## src/rtl/booth_control.sv

```systemverilog
// rtl/booth_control.sv - radix-2 Booth multiplier sequencer (IDLE/LOAD/EVAL/SHIFT/FINISH)
// Optional macro BOOTH_DONE_HOLD_EN: FINISH holds done until start is sampled low.
module booth_control #(
   parameter int ITERATIONS = 4
) (
   input  logic clk,
   input  logic rst,
   input  logic start,
   input  logic Q0,
   input  logic Q1,
   output logic LoadA,
   output logic LoadB,
   output logic rs,
   output logic LoadAdd,
   output logic SEL,
   output logic Shift,
   output logic busy,
   output logic done
);

   typedef enum logic [2:0] {
      S_IDLE   = 3'd0,
      S_LOAD   = 3'd1,
      S_EVAL   = 3'd2,
      S_SHIFT  = 3'd3,
      S_FINISH = 3'd4
   } state_e;

   localparam logic [3:0] LAST_CNT = 4'(ITERATIONS - 1);

   state_e     state_q, state_d;
   logic [3:0] cnt_q, cnt_d;

   always_ff @(posedge clk or negedge rst) begin
      if (!rst) begin
         state_q <= S_IDLE;
         cnt_q   <= 4'd0;
      end else begin
         state_q <= state_d;
         cnt_q   <= cnt_d;
      end
   end

   always_comb begin
      state_d = state_q;
      cnt_d   = cnt_q;
      unique case (state_q)
         S_IDLE: begin
            if (start) state_d = S_LOAD;
         end
         S_LOAD: begin
            cnt_d   = 4'd0;
            state_d = S_EVAL;
         end
         S_EVAL: begin
            state_d = S_SHIFT;
         end
         S_SHIFT: begin
            cnt_d   = cnt_q + 4'd1;
            state_d = (cnt_q == LAST_CNT) ? S_FINISH : S_EVAL;
         end
         S_FINISH: begin
`ifdef BOOTH_DONE_HOLD_EN
            state_d = start ? S_FINISH : S_IDLE;
`else
            state_d = S_IDLE;
`endif
         end
         default: begin
            state_d = S_IDLE;
            cnt_d   = 4'd0;
         end
      endcase
   end

   // Only LoadAdd/SEL look at the datapath bits; everything else is a pure state decode.
   always_comb begin
      LoadA   = 1'b0;
      LoadB   = 1'b0;
      rs      = 1'b0;
      LoadAdd = 1'b0;
      SEL     = 1'b0;
      Shift   = 1'b0;
      busy    = 1'b0;
      done    = 1'b0;
      unique case (state_q)
         S_LOAD: begin
            LoadA = 1'b1;
            LoadB = 1'b1;
            rs    = 1'b1;
            busy  = 1'b1;
         end
         S_EVAL: begin
            busy    = 1'b1;
            LoadAdd = Q0 ^ Q1;
            SEL     = Q0 & ~Q1;
         end
         S_SHIFT: begin
            busy  = 1'b1;
            Shift = 1'b1;
         end
         S_FINISH: begin
            done = 1'b1;
         end
         default: begin
         end
      endcase
   end

endmodule

```

## config.mk

```make
export PLATFORM = sky130hd
export DESIGN_NAME = booth_control
export DESIGN_NICKNAME = d
export VERILOG_FILES = /design/src/rtl/booth_control.sv
export SDC_FILE = /design/constraint.sdc
export NUM_CORES = 1
export LEC_CHECK = 0
export ABC_AREA = 1
export BUFFER_PORTS_ARGS = -buffer_cell sky130_fd_sc_hd__buf_2
export CAP_MARGIN = 30
export CORE_AREA = 2 2 39 41
export CTS_CLUSTER_DIAMETER = 30
export DETAILED_ROUTE_END_ITERATION = 8
export DIE_AREA = 0 0 41 43
export GPL_ROUTABILITY_DRIVEN = 1
export PLACE_DENSITY = 0.53
export SLEW_MARGIN = 20
export SYNTH_ARGS = -nofsm -noshare
export SYNTH_HDL_FRONTEND = slang
export SYNTH_SLANG_ARGS = --single-unit
```

## constraint.sdc

```tcl
create_clock -name clk -period 3.1 [get_ports clk]
set_input_delay 0.93 -clock clk [delete_from_list [all_inputs] [get_ports clk]]
set_output_delay 0.93 -clock clk [all_outputs]
set_load 0.05 [all_outputs]
```

# Word level (Yosys, flattened, before mapping)

Index checks and enable logic that the tools add are counted.

$add $sub $neg: 1
Multipliers: 0
Div/mod/pow operators: 0
Order comparisons: 0
Equal/unequal tests: 6
Shifts and indexed selects: 0
Mux-type cells: 10
Bitwise operators: 3
Reductions and logical operators: 3

Operators with widths:

| cell                                                 | count |
|---|---|
| one-hot mux 3 bit (4 select lines)                   | 1 |
| one-hot mux 4 bit (2 select lines)                   | 1 |
| equality test 3 x 2 -> 1 bit (second input constant) | 2 |
| 2-to-1 mux 1 bit                                     | 6 |
| 2-to-1 mux 3 bit                                     | 2 |
| OR reduction 3 bit                                   | 2 |
| adder 4 x 1 -> 4 bit (second input constant)         | 1 |
| equality test 4 x 2 -> 1 bit (second input constant) | 1 |
| equality test 3 x 1 -> 1 bit (second input constant) | 1 |
| equality test 3 bit (second input constant)          | 1 |
| zero test 3 bit                                      | 1 |
| inequality test 2 bit (second input constant)        | 1 |
| bitwise AND 1 bit                                    | 1 |
| NOT 1 bit                                            | 1 |
| bitwise XOR 1 bit                                    | 1 |

Bits in registers: 7
Bits in latches: 0
Bits in writable memories: 0
Memory bits (read-only): 0
Input bits: 5
Output and inout bits: 8
Word-level logic and storage cells: 25
Memories: 0

# Longest topological paths before layout

Depth in word-level cells: 3
Depth in mapped cells: 6
Depth with buffers taken out: 6

# Worst setup path after synthesis

OpenSTA, ideal clock, no wires.

Path kind: reg2out
Start: reg state_q[2]
End: out LoadB
Arrival: 2.066 ns
Required time: 2.170 ns
Path slack: 0.104 ns
Cell stages (with the launch flop): 4
Path buffers: 2
Path through: dfrtp_1 > buf_6 > nor3_1 > buf_4

Cells in the longest elaborated chain, start to end: 2

RTL lines:

| what                         | line | RTL |
|---|---|---|
| from (decl)                  | 31   | `state_e state_q, state_d;` |
| from (signal assigned)       | 39   | `state_q <= state_d;` |
| equality test 3 x 1 -> 1 bit | --   |  |
| 2-to-1 mux 1 bit             | --   |  |
| to (decl)                    | 12   | `output logic LoadB,` |

No other way between the ends.

# Final worst setup path

Start: in Q0
End: out LoadAdd

Cells in the longest elaborated chain, start to end: 2

RTL lines:

| what              | line | RTL |
|---|---|---|
| from (decl)       | 9    | `input logic Q0,` |
| bitwise XOR 1 bit | 95   | `LoadAdd = Q0 ^ Q1;` |
| 2-to-1 mux 1 bit  | 86   | `unique case (state_q)` |
| to (decl)         | 14   | `output logic LoadAdd,` |

No other way between the ends.

==> results.cfg <==
[synthesis]
synth_top_cell_area_share = 0.405
syn_area_per_cell_sq_um = 8.66
syn_nets = 57
synthSimpleGateAreaFrac = 0.338
synthFlopType = dfrtp_1
synth_xor_area_frac = 0
synth_seq_area_share = 0.405
synth_compound_area_frac = 0.0694
syn_area_sq_um = 433
synth.distinct_cells = 19
synth-adder-area-share = 0.0578
yosys-top-cells-area = dfrtp_1 (40%), nand2_1 (8.7%), inv_1 (6.1%)
synth_top_family_by_area = simple AND/OR/NAND/NOR gates
synth_cells = 50
async_flop_share = 1.00
ys_ff_latch = 7
synth-edff-count = 0
synth_top_area_cell = dfrtp_1
yosys_warnings = 0
muxShareOfSynthArea = 0

[critical_path]
worstSetupStartpointType = primary input
critPathRequiredTime_ns = 2.17
rr_endpoint = state_q[1]$_DFFE_PN0P_
worstSetupEndpointType = output pin
reg2reg_depth = 6
worst_ep_arrival_time_ns = 1.65
worstReg2RegStart = cnt_q[0]$_DFFE_PN0N_
r2r_slack_ns = 1.91
critical_path_class = primary input to output pin
worstPathMaxFanout = 1

[sta]
relSlewSlack = 0.776
drv_slew = 0
setup_viol = 0
grt_setup_unrepaired = no
whs_ns = 0.504
hold_viol = 0
tightestPinTransition_ns = 0.336
worst_slack_ns = 0.520
max_freq_ghz = 0.388
fin_worst_skew_ns = 0.00199
period_needed_ns = 2.58
fin_setup_tns_ns = 0
fin_crit_sh = 0.832

[clock_tree]
post_cts_buffers = 0
cts_resized = 0
numCtsBuffers = 3
postCtsHoldBufs = 0
cts_num_sinks = 7
cts_tree = built
cts-htree-levels = 1
clockBufferDepth = 2
clkSlewWorstSetupHoldPaths_ns = 0.05
clk_latency_ns = 0.24
cts_root_buf = clkbuf_4

[min_path]
hp-class = flop to flop
worstHoldStart = cnt_q[3]$_DFFE_PN0N_
holdPathStages = 2
hold_end = cnt_q[3]$_DFFE_PN0N_

[power_and_ir_drop]
leakagePower_nw = 0.282
ir_drop_uv = 513
p_per_area_nw_per_um2 = 1090
fin_total_pwr_uw = 558

[placed_design]
placed_cell_area_sq_um = 487
dp_hpwl_um = 560
place_inst = 75
numPortBuffers = 12
place_congestion = 0.673
dp_slack_ns = 0.516

[die]
core_sq_um = 1380
pin_count = 13
dieArea_sq_um = 1760
rows = 14
die_y_um = 43
chipWidth_um = 41
initial_core_util = 0.313

[drt]
vias_per_cell = 4.30
drt_iter0_drc = 1
routed_wl_um = 633
dr.pass1.iters = 3
drt-wirelength-per-cell_um = 8.01
ant_nets = 0
vias = 340
drcViolationCount = 0

[final_layout]
syn2layout_area_growth_pct = 18.5
final_common_cell = buf_2
diodes = 0
finish.utilization = 0.371
drive_gt1_frac = 0.381
final_cell_mix = buf_2 (12), nand2_1 (10), inv_1 (7), dfrtp_1 (7), nor2_1 (5)
nNetsFinal = 71
final_cell_count_no_fill = 79
finalInstanceArea_sq_um = 513

[run_status]
outcome = completed

[grt]
grt_start_max_net_pins = 9
gr-total-overflow = 0
grt_pass1_vias = 315
antenna_found_initial = 0
track_usage = 0.0975
grt_pass1_wl_mm = 1.16

[job]
max_cap_violations = 0
==> cell families (layout without fill, tap and decap cells) <==
logic type | after synthesis | after routing
compound gates | 4 | 4
fa+ha+maj | 2 | 2
buf+inv | 11 | 24
flops | 7 | 7
simple gates | 26 | 26
==> flip-flops by register name (all words and copies together), names as in the netlist <==
| name | count |
|---|---|
| cnt_q | 4 |
| state_q | 3 |
==> layer usage <==
| metal | track usage | vias up | wire length [um] |
|---|---|---|---|
| met2 | 0.147 | 6 | 313 |
| met4 | 0.0800 | 0 | 6 |
| li1 | - | 185 | - |
| met1 | 0.113 | 147 | 280 |
| met5 | 0 | - | 0 |
| met3 | 0.0157 | 2 | 31 |
==> synthesized netlist by cell type (2+ instances only) <==
master / count
dfrtp_1: 7
inv_1: 7
nor2_1: 5
o21ai_2: 2
nand2_1: 10
nor3_1: 3
nand3_2: 2
buf_4: 2
ha_1: 2
==> how the worst max path moves through the flow <==
stage	startpoint	end	slack, ns	depth (start not counted)
floorplan	state_q[2]$_DFFE_PN0P_	LoadB	0.10	3
global placement	Q0	LoadAdd	0.52	4
detailed placement	Q0	LoadAdd	0.52	4
CTS	Q0	LoadAdd	0.52	4
global route	Q1	LoadAdd	0.46	5
finish	Q0	LoadAdd	0.52	4
==> area by class of cell <==
| cell class | instances | area [sq um] |
|---|---|---|
| Fill cell | 143 | 871 |
| Multi-Input combinational cell | 32 | 201 |
| Sequential cell | 7 | 175 |
| Timing Repair Buffer | 12 | 60.1 |
| Inverter | 8 | 30.0 |
| Clock buffer | 4 | 26.3 |
| Tap cell | 16 | 20.0 |
==> worst max-delay path, cell delays in order <==
cell    delay (ns)
buf_2         0.10
ha_1          0.27
nor2_1        0.09
buf_2         0.26
==> power breakdown <==
part,leakage (nW),switching [mW],internal (mW)
logic,0.177,0.239,0.0819
clock network,0.0150,0.0274,0.0487
registers,0.0901,0.0403,0.121
(Power assumes the default switching activity.)
